File: src/rtl/dii_package.sv
// Debug interconnect flit type shared by every module on the debug network.
package dii_package;

  typedef struct packed {
    logic        valid;
    logic        last;
    logic [15:0] data;
  } dii_flit;

endpackage

File: src/rtl/osd_trace_package.sv
// Trace packet format shared by osd_trace_packetization and osd_trace_depacketization.
package osd_trace_package;

  localparam int WORD_DEST    = 0;
  localparam int WORD_SRC     = 1;
  localparam int WORD_FLAGS   = 2;
  localparam int WORD_PAYLOAD = 3;

  localparam logic [1:0] TYPE_EVENT = 2'b10;
  localparam int OVERFLOW_BIT = 0;

  typedef enum logic [2:0] {
    ST_DEST,
    ST_SRC,
    ST_FLAGS,
    ST_PAYLOAD,
    ST_DRAIN,
    ST_OUT
  } depkt_state_e;

  // Number of 16-bit payload words needed to carry a width-bit event.
  function automatic int payload_words(input int width);
    return (width + 15) / 16;
  endfunction

endpackage

File: src/rtl/osd_trace_depacketization.sv
// Receives DII trace-event packets addressed to this module and reassembles
// each payload into one trace event presented on a valid/ready interface.
module osd_trace_depacketization
  import dii_package::*;
#(
  parameter int         WIDTH      = 112,
  parameter logic [1:0] TYPE_EVENT = osd_trace_package::TYPE_EVENT
) (
  input  logic              clk,
  input  logic              rst,
  input  logic [9:0]        id,
  input  dii_flit           debug_in,
  output logic              debug_in_ready,
  output logic [WIDTH-1:0]  trace_data,
  output logic [15:0]       trace_src,
  output logic              trace_overflow,
  output logic              trace_valid,
  input  logic              trace_ready,
  output logic [15:0]       drop_count
);

  localparam int NW = osd_trace_package::payload_words(WIDTH);
  localparam int CW = $clog2(NW + 1);
  localparam logic [CW-1:0] NW_C = CW'(NW);

  osd_trace_package::depkt_state_e state, state_next;

  logic [CW-1:0]    cnt, cnt_next;
  logic [WIDTH-1:0] shadow_data, shadow_next;
  logic [15:0]      shadow_src, src_next;
  logic             shadow_ovf, ovf_next;
  logic             drop;
  logic             load_out;
  logic             xfer;

  assign debug_in_ready = (state != osd_trace_package::ST_OUT);
  assign xfer           = debug_in.valid && debug_in_ready;

  always_comb begin
    state_next  = state;
    cnt_next    = cnt;
    shadow_next = shadow_data;
    src_next    = shadow_src;
    ovf_next    = shadow_ovf;
    drop        = 1'b0;
    load_out    = 1'b0;

    case (state)
      osd_trace_package::ST_DEST: begin
        if (xfer) begin
          if (debug_in.last) begin
            drop = 1'b1;
          end else if (debug_in.data != {6'b0, id}) begin
            drop       = 1'b1;
            state_next = osd_trace_package::ST_DRAIN;
          end else begin
            state_next = osd_trace_package::ST_SRC;
          end
        end
      end

      osd_trace_package::ST_SRC: begin
        if (xfer) begin
          src_next = debug_in.data;
          if (debug_in.last) begin
            drop       = 1'b1;
            state_next = osd_trace_package::ST_DEST;
          end else begin
            state_next = osd_trace_package::ST_FLAGS;
          end
        end
      end

      osd_trace_package::ST_FLAGS: begin
        if (xfer) begin
          if (debug_in.data[15:14] != TYPE_EVENT) begin
            drop       = 1'b1;
            state_next = debug_in.last ? osd_trace_package::ST_DEST
                                       : osd_trace_package::ST_DRAIN;
          end else if (debug_in.last) begin
            drop       = 1'b1;
            state_next = osd_trace_package::ST_DEST;
          end else begin
            ovf_next   = debug_in.data[osd_trace_package::OVERFLOW_BIT];
            cnt_next   = '0;
            state_next = osd_trace_package::ST_PAYLOAD;
          end
        end
      end

      osd_trace_package::ST_PAYLOAD: begin
        if (xfer) begin
          if (cnt == NW_C) begin
            drop       = 1'b1;
            state_next = debug_in.last ? osd_trace_package::ST_DEST
                                       : osd_trace_package::ST_DRAIN;
          end else begin
            // Bits of the top word that fall at or above WIDTH are discarded.
            for (int b = 0; b < 16; b++) begin
              if (16 * int'(cnt) + b < WIDTH)
                shadow_next[16 * int'(cnt) + b] = debug_in.data[b];
            end
            cnt_next = cnt + 1'b1;
            if (debug_in.last) begin
              if (cnt + 1'b1 == NW_C) begin
                load_out   = 1'b1;
                state_next = osd_trace_package::ST_OUT;
              end else begin
                drop       = 1'b1;
                state_next = osd_trace_package::ST_DEST;
              end
            end
          end
        end
      end

      osd_trace_package::ST_DRAIN: begin
        if (xfer && debug_in.last)
          state_next = osd_trace_package::ST_DEST;
      end

      osd_trace_package::ST_OUT: begin
        if (trace_ready)
          state_next = osd_trace_package::ST_DEST;
      end

      default: state_next = osd_trace_package::ST_DEST;
    endcase
  end

  always_ff @(posedge clk or negedge rst) begin
    if (!rst) begin
      state       <= osd_trace_package::ST_DEST;
      cnt         <= '0;
      shadow_data <= '0;
      shadow_src  <= '0;
      shadow_ovf  <= 1'b0;
    end else begin
      state       <= state_next;
      cnt         <= cnt_next;
      shadow_data <= shadow_next;
      shadow_src  <= src_next;
      shadow_ovf  <= ovf_next;
    end
  end

  // The final payload word is merged in combinationally so the event leaves on the same edge.
  always_ff @(posedge clk or negedge rst) begin
    if (!rst) begin
      trace_data     <= '0;
      trace_src      <= '0;
      trace_overflow <= 1'b0;
      trace_valid    <= 1'b0;
    end else if (load_out) begin
      trace_data     <= shadow_next;
      trace_src      <= shadow_src;
      trace_overflow <= shadow_ovf;
      trace_valid    <= 1'b1;
    end else if (state == osd_trace_package::ST_OUT && trace_ready) begin
      trace_valid    <= 1'b0;
    end
  end

  always_ff @(posedge clk or negedge rst) begin
    if (!rst)
      drop_count <= '0;
    else if (drop && drop_count != 16'hFFFF)
      drop_count <= drop_count + 16'd1;
  end

endmodule

File: config.mk
export PLATFORM = sky130hd
export DESIGN_NAME = osd_trace_depacketization
export DESIGN_NICKNAME = d
export VERILOG_FILES = /design/src/rtl/dii_package.sv /design/src/rtl/osd_trace_package.sv /design/src/rtl/osd_trace_depacketization.sv
export SDC_FILE = /design/constraint.sdc
export NUM_CORES = 1
export LEC_CHECK = 0
export ABC_AREA = 0
export ABC_CLOCK_PERIOD_IN_PS = 4400
export CAP_MARGIN = 15
export CORE_ASPECT_RATIO = 1.5
export CORE_UTILIZATION = 58
export CTS_BUF_LIST = sky130_fd_sc_hd__clkbuf_16
export CTS_CLUSTER_DIAMETER = 100
export DETAILED_ROUTE_END_ITERATION = 16
export GPL_TIMING_DRIVEN = 1
export PLACE_DENSITY = 0.85
export RECOVER_POWER = 25
export SLEW_MARGIN = 20
export SYNTH_ARGS = -nofsm -noshare
export SYNTH_HDL_FRONTEND = slang
export SYNTH_SLANG_ARGS = --single-unit
File: constraint.sdc
create_clock -name clk -period 4.4 [get_ports clk]
set_input_delay 0.88 -clock clk [delete_from_list [all_inputs] [get_ports clk]]
set_output_delay 0.88 -clock clk [all_outputs]
set_load 0.005 [all_outputs]
# ---- Yosys cells after proc, flatten, opt, wreduce, memory -nomap -nowiden
# Index checks and enable logic that the tools add are counted.
# W data, S select, Z words.
dict set report word_totals {
  regBits 281
  inputBits 31
  wordCells 279
}
dict set report op_classes {
  add_sub_neg 17
  magnitude_cmp 48
  n_eq_ne 22
  mux 153
  bitwise_logic 2
  reduce_logical 27
}
# op count
set op_table {}
lappend op_table {{$mux W112} 64}
lappend op_table {{$bwmux W112} 16}
lappend op_table {{$lt A32 B8 Y1 const B} 15}
lappend op_table {{$ge A8 B1 Y1 const B} 15}
lappend op_table {{$lt A8 B8 Y1 const B} 15}
lappend op_table {{$demux W1 S7} 15}
lappend op_table {{$add A7 B4 Y8 const B} 8}
lappend op_table {{$mux W3} 18}
lappend op_table {{$mux W1} 34}
lappend op_table {{$add A7 B3 Y8 const B} 4}
lappend op_table {{$ne A2 B2 Y1 const B} 11}
lappend op_table {{$logic_and A1 B1 Y1} 20}
lappend op_table {{$pmux W3 S6} 1}
lappend op_table {{$add A16 B1 Y16 const B} 1}
lappend op_table {{$add A7 B2 Y8 const B} 2}
lappend op_table {{$ne A16 B10 Y1} 1}
lappend op_table {{$ne A16 B16 Y1 const B} 1}
lappend op_table {{$eq A3 B3 Y1 const B} 4}
lappend op_table {{$add A7 B1 Y8 const B} 1}
lappend op_table {{$lt A7 B8 Y1 const B} 1}
lappend op_table {{$reduce_and A8 Y1} 1}
lappend op_table {{$ge A7 B1 Y1 const B} 1}
lappend op_table {{$lt A7 B7 Y1 const B} 1}
lappend op_table {{$eq A3 B2 Y1 const B} 2}
lappend op_table {{other kinds (13)} 17}

# ---- Logic depth before layout (Yosys ltp)
dict set report logic_depth {
  depth_word 84
  depth_mapped 11
  depth_no_buf 7
}

# ---- Worst setup path before layout
# Ideal clock, no wire load.
dict set report synth_path {
  kind {reg2reg}
  start {reg cnt[0]}
  end {reg trace_data[94]}
  arrival_time_ns 2.496
  setup_slack_ns 1.779
  stages_incl_launch_ff 10
  n_path_buf 2
  period_less_slack_ns 2.621
  path_cell_list {dfrtp_1 ha_1 ha_1 buf_2 nor2b_2 nand3_1 nor3b_2 buf_4 mux2_2 mux2_2}
}
dict set report synth_between {
  elab_chain_len 80
  word_cells_on_any_way 193
}
# item line
set synth_lines {}
lappend synth_lines {{start, declared} osd_trace_depacketization.sv:28} ;# logic [CW-1:0] cnt, cnt_next;
lappend synth_lines {{start signal, assigned} osd_trace_depacketization.sv:140} ;# cnt <= cnt_next;
lappend synth_lines {{$add A7 B1 Y8 or $lt A7 B7 Y1 (tied branches)} {osd_trace_depacketization.sv:100, osd_trace_depacketization.sv:101}}
lappend synth_lines {{$ge A8 B1 Y1 (implied by the code) (tied with other cells)} osd_trace_depacketization.sv:101} ;# shadow_next[16 * int'(cnt) + b] = debug_in.data[b];
lappend synth_lines {{$logic_and A1 B1 Y1 (implied by the code) or $mux W112 (tied branches)} {osd_trace_depacketization.sv:101, osd_trace_depacketization.sv:93}}
lappend synth_lines {{$mux W1 (implied by the code) or $mux W112 (tied branches)} {osd_trace_depacketization.sv:101, osd_trace_depacketization.sv:92}}
lappend synth_lines {{$demux W1 S7 or $mux W112 (tied branches)} {osd_trace_depacketization.sv:101, osd_trace_depacketization.sv:48}}
lappend synth_lines {{$bwmux W112} osd_trace_depacketization.sv:101}
lappend synth_lines {{$mux W112} osd_trace_depacketization.sv:100} ;# if (16 * int'(cnt) + b < WIDTH)
lappend synth_lines {{$mux W112} osd_trace_depacketization.sv:93} ;# if (cnt == NW_C) begin
lappend synth_lines {{[65 not listed]} --}
lappend synth_lines {{$mux W112} osd_trace_depacketization.sv:92} ;# if (xfer) begin
lappend synth_lines {{$mux W112} osd_trace_depacketization.sv:48} ;# case (state)
lappend synth_lines {{$bwmux W112} osd_trace_depacketization.sv:101}
lappend synth_lines {{$mux W112} osd_trace_depacketization.sv:100}
lappend synth_lines {{$mux W112 *} osd_trace_depacketization.sv:93}
lappend synth_lines {{$mux W112 *} osd_trace_depacketization.sv:92}
lappend synth_lines {{$mux W112 *} osd_trace_depacketization.sv:48}
lappend synth_lines {{named net shadow_next[94]} osd_trace_depacketization.sv:29} ;# logic [WIDTH-1:0] shadow_data, shadow_next;
lappend synth_lines {{end signal, assigned} osd_trace_depacketization.sv:155} ;# trace_data <= shadow_next;
lappend synth_lines {{end, declared} osd_trace_depacketization.sv:14} ;# output logic [WIDTH-1:0] trace_data,
# Mark *: on every way through the listed nets, which the timed path passes. The rest lies on a longest branch. The select of a mux whose other input is x is not followed.
# A chain may end at the register's enable or synchronous reset.

# ---- Final worst setup path
dict set report layout_path {
  start {in debug_in[14] (netlist name)}
  end {reg drop_count[1]}
}
dict set report layout_between {
  elab_chain_len 6
  word_cells_on_any_way 9
}
# item line
set layout_lines {}
lappend layout_lines {{start, declared} osd_trace_depacketization.sv:12} ;# input dii_flit debug_in,
lappend layout_lines {{$ne A16 B10 Y1} osd_trace_depacketization.sv:53} ;# end else if (debug_in.data != {6'b0, id}) begin
lappend layout_lines {{$mux W1} osd_trace_depacketization.sv:53}
lappend layout_lines {{$mux W1} osd_trace_depacketization.sv:51} ;# if (debug_in.last) begin
lappend layout_lines {{$mux W1} osd_trace_depacketization.sv:50} ;# if (xfer) begin
lappend layout_lines {{$pmux W1 S4 *} osd_trace_depacketization.sv:48}
lappend layout_lines {{$logic_and A1 B1 Y1 *} osd_trace_depacketization.sv:167} ;# else if (drop && drop_count != 16'hFFFF)
lappend layout_lines {{end signal, assigned} osd_trace_depacketization.sv:168} ;# drop_count <= drop_count + 16'd1;
lappend layout_lines {{end, declared} osd_trace_depacketization.sv:19} ;# output logic [15:0] drop_count
# Mark *: on every way between the ends. The rest lies on a longest branch, timed or not.

==> results_dict.tcl <==
set metrics [dict create \
    run_status "complete, but fails checks" \
    violations "max-capacitance violations, max-slew violations" \
    reg2reg_from "cnt[1]" \
    setup_viol 0 \
    hp-start "shadow_data[40]" \
    drtAntennaViolNets 0 \
    syn_area_per_cell_um2 15.3 \
    grt_use_total_pct 27.5 \
    ios 178 \
    reg2reg_to "trace_data[84]" \
    cp_cell_sequence "clkdlybuf4s50_1, nand2b_1, nor4_1, a311o_1, or3_1, mux2_2" \
    vias 6681 \
    yosys.area.top_type "dfrtp_1" \
    grt.busiest_layer "met2" \
    cts.path.max_buffers 3 \
    slowest_delay_ns 0.61 \
    slew_violations 96 \
    remaining_drc_errors 0 \
    grt_pass1_wl_um 41200 \
    cts_tree "done" \
    crit_fanout 15 \
    grt_use_met1_pct 33.8 \
    cts.sinks 281 \
    tightest_slew_ns 2.49 \
    grt_pass1_vias 7378 \
    synth_top_area_share_pct 62.7 \
    critical_path_class "primary input to flop" \
    cp-end-kind "flop" \
    drv_cap 1 \
    grt_setup_unrepaired "no" \
    yosys_register_bits 281 \
    die-area_um2 19900 \
    critPathLaunchType "primary input" \
    num_antenna_cells 0 \
    wl_per_cell_um 22.0 \
    place_hpwl_um 17300 \
    slew_headroom_pct -65.7 \
    fp.dieW_um 116 \
    grt_overflow 0 \
    leakage_nw 7.00 \
    layout_min_cycle_time_ns 3.00 \
    portBuffers 177 \
    first_pass_iters 5 \
    synthArstFlopShare_pct 100 \
    yosysSeqAreaShare_pct 62.7 \
    netlist_area_um2 11200 \
    antenna_found_initial 0 \
    routed_wl_um 25900 \
    post-cts-setup-buffers 0 \
    std_cell_rows 61 \
    hold_buffers 0 \
    max_freq_ghz 0.333 \
    cts_resized 0 \
    tns_ns 0 \
    first_iter_violations 485 \
    htreeDepth 1 \
    layout_common_cells "dfrtp_1, mux2_2, clkdlybuf4s50_1, clkbuf_16, nand2_1" \
    mostFrequentLayoutCell "dfrtp_1" \
    core-area_um2 18800 \
    die_y_um 172 \
    syn_nets 766 \
    yosysWarnings 0 \
    fin_worst_skew_ns 0.00855 \
    utilization_pct 75.2 \
    viasPerCell 5.67 \
    met3_usage_pct 4.38 \
    synthCells 731 \
    cp-startpoint "debug_in[14]" \
    gp_congestion 0.829 \
    worstPathArrival_ns 3.41 \
    finalCritPeriodShare_pct 68.3 \
    hold_class "flop to flop" \
    ir_drop_v 0.000499 \
    met2_usage_pct 49.3 \
    required_ns 4.80 \
    area_growth_pct 25.8 \
    holdPathEnd "shadow_data[40]" \
    layout-drive-gt1-share_pct 35.1 \
    clk_latency_ns 0.52 \
    cts_made_buffers 26 \
    synth_area_leaders "dfrtp_1, mux2_2, mux2_4" \
    rrSetupSlack_ns 1.55 \
    slowest_stage "clkdlybuf4s50_1" \
    clkTransAtPathRegs_ns 0.06 \
    layout.nets 942 \
    ys.flop_type "dfrtp_1" \
    reg2reg_depth 8 \
    initial_core_util_pct 59.8 \
    power_density_nw_per_um2 369 \
    hold_viol 0 \
    grt_max_degree 98 \
    synth_cell_types 47 \
    synth_edf_count 0 \
    cts-root-buf "clkbuf_16" \
    hold_depth 1 \
]
## Yosys cell counts (4+ instances only)
master    number
dfrtp_1      281
mux2_2       249
clkbuf_1      28
nand2_1       17
nor4_1        15
xnor2_1       13
xor2_1        12
mux2_4        10
buf_2          8
nand4_1        8
o21ai_0        8
inv_1          7
and3_1         6
nand3_1        6
nor2_1         5
nor4b_1        5
buf_4          4
buf_6          4
ha_1           4
## critical path, delay by kind of cell
kind,cells,cell delay (ns)
and+or+nand+nor,3,0.99
buffers and inverters,1,0.61
AOI/OAI and AO/OA,1,0.56
muxes,1,0.34
## through the flow
| step | cells | hold slack, ns | setup WS (ns) | power [mW] | area, um^2 |
|---|---|---|---|---|---|
| final | 1178 | 0.492 | 1.40 | 5.20 | 14100 |
| after floorplan | 731 | 0.466 | 1.78 | 2.78 | 11200 |
| after detailed placement | 1131 | 0.478 | 0.944 | 2.97 | 13300 |
| after CTS | 1178 | 0.408 | 1.51 | 5.25 | 14100 |
| after global placement | 1131 | 0.476 | 1.05 | 2.96 | 13300 |
| after global routing | 1178 | 0.510 | 1.25 | 5.38 | 14100 |
## kinds of logic (layout without fill, tap and decap cells)
group,after synthesis,in the layout,share of synthesized area (%)
flip-flops,281,281,62.7
AO/OA/AOI/OAI,23,23,1.37
adder cells (fa/ha/maj),4,4,0.446
XOR/XNOR,25,25,1.95
buffers and inverters,55,250,2.48
AND/OR/NAND/NOR,84,84,4.75
multiplexers,259,259,26.3
## where the power goes
group,switching (mW),internal [mW]
combinational,0.143,0.122
sequential,0.0444,2.61
clock,0.937,1.34
## how the worst max path moves through the flow
stage	slack [ns]	end
2_1_floorplan	1.78	trace_data[94]
3_3_place_gp	1.05	drop_count[1]
3_5_place_dp	0.94	drop_count[1]
4_1_cts	1.51	drop_count[1]
5_1_grt	1.25	drop_count[12]
6_report	1.40	drop_count[1]
## registers in the layout (all words and copies together), names as in the netlist
register and flops:
state 3, cnt 3, trace_data 112, shadow_ovf 1, drop_count 16, shadow_src 16
shadow_data 112, trace_valid 1, trace_src 16, trace_overflow 1
## per-layer routing
layer	up-vias	part of all wire, %
met5	-	0
met4	0	2.5
met3	45	5.1
met2	233	54
met1	3481	39
li1	2922	-
## area by class of cell
type	count	area, um^2
Sequential cell	281	7030
Fill cell	1177	4660
Clock buffer	27	676
Multi-Input combinational cell	395	3930
Timing Repair Buffer	196	1950
Tap cell	252	315
Inverter	7	26.3
Clock inverter	20	193
No activity file was read; power rests on OpenSTA's default activity.
